===== src/rtl/fetch_flush_ctrl.sv =====
// I-fetch sequencer: counts accepted-but-unreturned I-Cache requests, throttles at MAX_OUT,
// merges the three redirect sources and drops returns belonging to requests issued before a redirect.
module fetch_flush_ctrl #(
  parameter int MAX_OUT = 4,
  parameter int CNT_W   = 3
) (
  input  logic             clk,
  input  logic             rst,
  input  logic             inst_req_i,
  input  logic             inst_index_ok_i,
  input  logic             inst_data_ok_i,
  input  logic             CP0_excOccur_w_i,
  input  logic [31:0]      CP0_excDestPC_w_i,
  input  logic             SBA_flush_w_i,
  input  logic [31:0]      BSC_correctDest_w_i,
  input  logic             BSC_isDiffRes_w_i,
  input  logic [31:0]      BSC_diffDest_w_i,
  output logic             FFC_redirect_o,
  output logic [31:0]      FFC_redirectPC_o,
  output logic             FFC_blockReq_o,
  output logic             FFC_dataValid_o,
  output logic [CNT_W-1:0] FFC_inflight_o,
  output logic             FFC_draining_o,
  output logic             FFC_protoErr_o
);

  typedef enum logic {RUN = 1'b0, DRAIN = 1'b1} state_t;

  localparam logic [CNT_W-1:0] MAX_CNT = CNT_W'(MAX_OUT);
  localparam logic [CNT_W-1:0] ONE     = CNT_W'(1);

  state_t           state, state_n;
  logic [CNT_W-1:0] inflight, inflight_n;
  logic [CNT_W-1:0] kill, kill_n;
  logic             proto_err;
  logic             acc, ret, redirect, err_set;

  assign FFC_blockReq_o = (inflight == MAX_CNT);
  assign acc            = inst_req_i & inst_index_ok_i & ~FFC_blockReq_o;
  assign ret            = inst_data_ok_i;
  assign redirect       = CP0_excOccur_w_i | SBA_flush_w_i | BSC_isDiffRes_w_i;

  always_comb begin
    FFC_redirectPC_o = 32'h0;
    if (CP0_excOccur_w_i)
      FFC_redirectPC_o = CP0_excDestPC_w_i;
    else if (SBA_flush_w_i)
      FFC_redirectPC_o = BSC_correctDest_w_i;
    else if (BSC_isDiffRes_w_i)
      FFC_redirectPC_o = BSC_diffDest_w_i;
  end

  // A return with nothing outstanding (and no same-cycle accept) saturates at zero.
  always_comb begin
    inflight_n = inflight;
    if (acc && !ret)
      inflight_n = inflight + ONE;
    else if (!acc && ret && inflight != '0)
      inflight_n = inflight - ONE;
  end

  // Everything outstanding after this cycle's accept/return is stale on a redirect.
  always_comb begin
    kill_n = kill;
    if (redirect)
      kill_n = inflight_n;
    else if (ret && kill != '0)
      kill_n = kill - ONE;
  end

  assign err_set = (ret && inflight == '0 && !acc) || (inst_index_ok_i && FFC_blockReq_o);

  always_ff @(posedge clk) begin
    if (rst) begin
      state     <= RUN;
      inflight  <= '0;
      kill      <= '0;
      proto_err <= 1'b0;
    end else begin
      state     <= state_n;
      inflight  <= inflight_n;
      kill      <= kill_n;
      proto_err <= proto_err | err_set;
    end
  end

  always_comb begin
    state_n = state;
    case (state)
      RUN: begin
        if (redirect && inflight_n != '0)
          state_n = DRAIN;
      end
      DRAIN: begin
        if (redirect)
          state_n = (inflight_n != '0) ? DRAIN : RUN;
        else if (ret && kill == ONE)
          state_n = RUN;
      end
      default: state_n = RUN;
    endcase
  end

  always_comb begin
    FFC_draining_o = (state == DRAIN);
  end

  assign FFC_redirect_o  = redirect;
  assign FFC_dataValid_o = ret & (kill == '0) & ~redirect;
  assign FFC_inflight_o  = inflight;
  assign FFC_protoErr_o  = proto_err;

endmodule


===== config.mk =====
export PLATFORM = sky130hd
export DESIGN_NAME = fetch_flush_ctrl
export DESIGN_NICKNAME = d
export VERILOG_FILES = /design/src/rtl/fetch_flush_ctrl.sv
export SDC_FILE = /design/constraint.sdc
export NUM_CORES = 1
export LEC_CHECK = 0
export ABC_CLOCK_PERIOD_IN_PS = 2100
export CAP_MARGIN = 20
export CORE_ASPECT_RATIO = 1.4
export CORE_MARGIN = 2
export CORE_UTILIZATION = 27
export CTS_BUF_LIST = sky130_fd_sc_hd__clkbuf_2 sky130_fd_sc_hd__clkbuf_4 sky130_fd_sc_hd__clkbuf_8
export DETAILED_ROUTE_END_ITERATION = 16
export GPL_TIMING_DRIVEN = 0
export PLACE_DENSITY_LB_ADDON = 0.1
export RECOVER_POWER = 50
export SYNTH_ARGS = -nofsm -noshare
export SYNTH_HDL_FRONTEND = slang
export SYNTH_SLANG_ARGS = --single-unit

===== constraint.sdc =====
create_clock -name clk -period 2.1 [get_ports clk]
set_clock_uncertainty 0.05 [all_clocks]
set_input_delay 0.42 -clock clk [delete_from_list [all_inputs] [get_ports clk]]
set_output_delay 0.42 -clock clk [all_outputs]
set_load 0.02 [all_outputs]

==> impl_results.md <==
* Clk Latency, worst-skew pair at 0.23 ns
* Syn_nets at 286
* Initial Utilization at 27.58%
* PortBufs at 141
* Yosys cell types at 32
* CTS clk-pin slew, worst paths at 0.04 ns
* Fin crit share at 97.63%
* Number of global-route vias before repair at 1883
* CTS Buf Count at 3
* Die area at 0.004804 mm²
* Vias at 1872
* H-tree levels at 1
* TritonRoute pass-1 iters at 4
* Commonest non-fill, non-tap cells in the layout: clkdlybuf4s50_1 (99), nand2_1 (37), a22oi_1 (31), o21ai_1 (29), buf_4 (23)
* Hold Path Class: reg -> reg
* Vias per cell at 5.073
* Worst rel slew slack at 74.44%
* Status: completed
* GRT overflow at 0
* RSZ-0062 raised after global routing: false
* # diodes at 0
* Power Total at 1447 µW
* Top cell type by total area after synthesis: a22oi_1
* Fraction of layout cells with a size suffix above 1 at 20.37%
* Row count at 28
* WL met3 at 511 µm
* Clk sinks at 8
* Yosys top cell area share at 20.89%
* Fin. Hold Viols at 0
* Root buffer selected by CTS: clkbuf_8
* Layout Cells excl Fill at 369
* Mapped Area at 0.001150 mm²
* Max IR drop VDD at 211.9 µV
* Worst-Margin Slew at 0.3727 ns
* Die Y at 81.22 µm
* Cell count after synthesis at 176
* Max-cap violations at 0
* Ys flop type: dfxtp_1
* Wire length on met1 at 2006 µm
* Die width at 59.16 µm
* Commonest non-fill, non-tap cell in the layout: clkdlybuf4s50_1
* DR WL met2 at 2986 µm
* CTS tree: yes
* Worst hold start: FFC_protoErr_o
* Post-Place Cells at 362
* Achievable frequency at 0.4877 GHz
* Ys Warns at 0
* Required @ worst endpoint at 1.63 ns
* Largest net degree at the start of global routing at 11
* DRC Markers at 0
* Synthesized flop and latch total at 8
* Layout area overhead at 138.4%
* Hold endpoint: FFC_protoErr_o
* Hold depth at 2
* Total track usage at 23.52%
* R2r setup slk at 0.14 ns
* Clock buffer depth at 2
* Drt initial violations at 71
* Setup-failing EPs final at 0
* CP Launch Type: primary input
* Final ANT Viol Nets at 0
* Post-DP HPWL at 4607 µm
* Top cells by area, synth: a22oi_1 (21%), dfxtp_1 (14%), nand2_1 (12%), o21ai_1 (10%), ha_1 (6.5%)
* Min Tclk post-route at 2.050 ns
* Worst-case reg-to-reg path depth at 7
* Worst r2r dst: FFC_draining_o
* Syn_area_per_cell at 6.533 µm²
* Arrival time worst endpoint at 1.58 ns
* Post-synth EDFFs at 0
* Core Area at 0.004169 mm²
* Final net count at 436
* Final Util at 65.76%
* Leakage at 0.001169 µW
* Sequential-to-total area share from yosys stat at 13.93%
* Ys async rst share at 0%
* Crit-path max FO at 10
* First-pass GRT wire length at 8694 µm
* CP Capture Type: primary output
* Ports at 144
* Slew Viols, Final at 0
* Top layer in use: met4
* Worst reg2reg startpoint: FFC_inflight_o[1]
* Initial antenna violation count at 0
* PD cells at 528.0 mW/mm²
* Crit Path Category: in -> out
* Avg WL per Cell at 15.27 µm
* Total routed wirelength at 5634 µm
* Global placer's final weighted congestion at 0.8299
-- state kept, by name, summed over array words and instances (netlist names) --
register and count:
FFC_inflight_o 3, kill 3, FFC_draining_o 1, FFC_protoErr_o 1
-- stage by stage --
step	setup slack [ns]	cell area [µm²]	hold slack, ns	TNS (ns)
after floorplan	0.02333	1150	0.5154	0
after global placement	-0.9175	2618	0.4026	-29.66
after detailed placement	-0.9233	2618	0.4196	-29.89
after CTS	-0.003789	2713	0.4294	-0.006473
after global routing	0.008541	2741	0.4590	0
final	0.04968	2741	0.4139	0
-- Yosys cell counts (2+ instances only) --
library cell	instances
o21ai_1	24
xnor2_1	3
nand2_1	37
clkbuf_1	15
a21oi_1	2
buf_2	2
o21ai_0	9
inv_1	6
a211oi_1	3
dfxtp_1	8
a22oi_1	32
nand2b_1	2
nor2_1	7
ha_1	6
mux2i_1	3
-- cell families after synthesis --
kind of cell	share of synthesized area [%]
compound gates	42.66
xor+xnor	2.286
fa+ha+maj	6.529
buf+inv	8.051
flops	13.93
mux	4.570
simple gates	21.98
-- critical path: stages --
cell and delay (ns):
clkdlybuf4s50_1 0.52, buf_4 0.21, inv_1 0.10, nor3_2 0.17, buf_4 0.16
-- power by group --
part           total [µW]  switching [µW]  internal, µW  leakage [µW]
logic                1010             473           533       0.00108
registers             257            50.5           207     0.0000658
clock network         184            60.0           124     0.0000216
total                1450             583           864       0.00117
-- worst max-delay path by stage --
| stage | slack (ns) | start | cells past startpoint | end |
|---|---|---|---|---|
| after floorplan | 0.02 | SBA_flush_w_i | 4 | FFC_dataValid_o |
| after global placement | -0.92 | BSC_isDiffRes_w_i | 7 | FFC_redirectPC_o[29] |
| after detailed placement | -0.92 | BSC_isDiffRes_w_i | 7 | FFC_redirectPC_o[24] |
| after CTS | -0.004 | CP0_excOccur_w_i | 5 | FFC_redirectPC_o[19] |
| after global routing | 0.009 | inst_data_ok_i | 5 | FFC_dataValid_o |
| final | 0.05 | inst_data_ok_i | 5 | FFC_dataValid_o |
-- routing by layer --
layer / vias to the layer above / global-route usage [%]
li1: 939 / -
met5: - / 0
met3: 9 / 8.599
met1: 830 / 23.58
met4: 0 / 10.45
met2: 94 / 42.44
-- layout make-up --
| class | instances | area, µm² |
|---|---|---|
| fillers | 375 | 1428 |
| multi-input cells | 144 | 938.4 |
| plain buffers | 18 | 181.4 |
| clock buffers | 3 | 41.29 |
| flip-flops and latches | 8 | 160.2 |
| repair buffers | 145 | 1341 |
| inverters | 6 | 22.52 |
| well taps | 45 | 56.30 |
-- what timing repair did --
item	CTS	global route
cloned	3	0
hold buffers	0	0
pin swaps	5	0
gates resized for setup	200	17
endpoints found under the setup margin	35	31
buffers inserted	1	0
No activity file was read; power rests on OpenSTA's default activity.
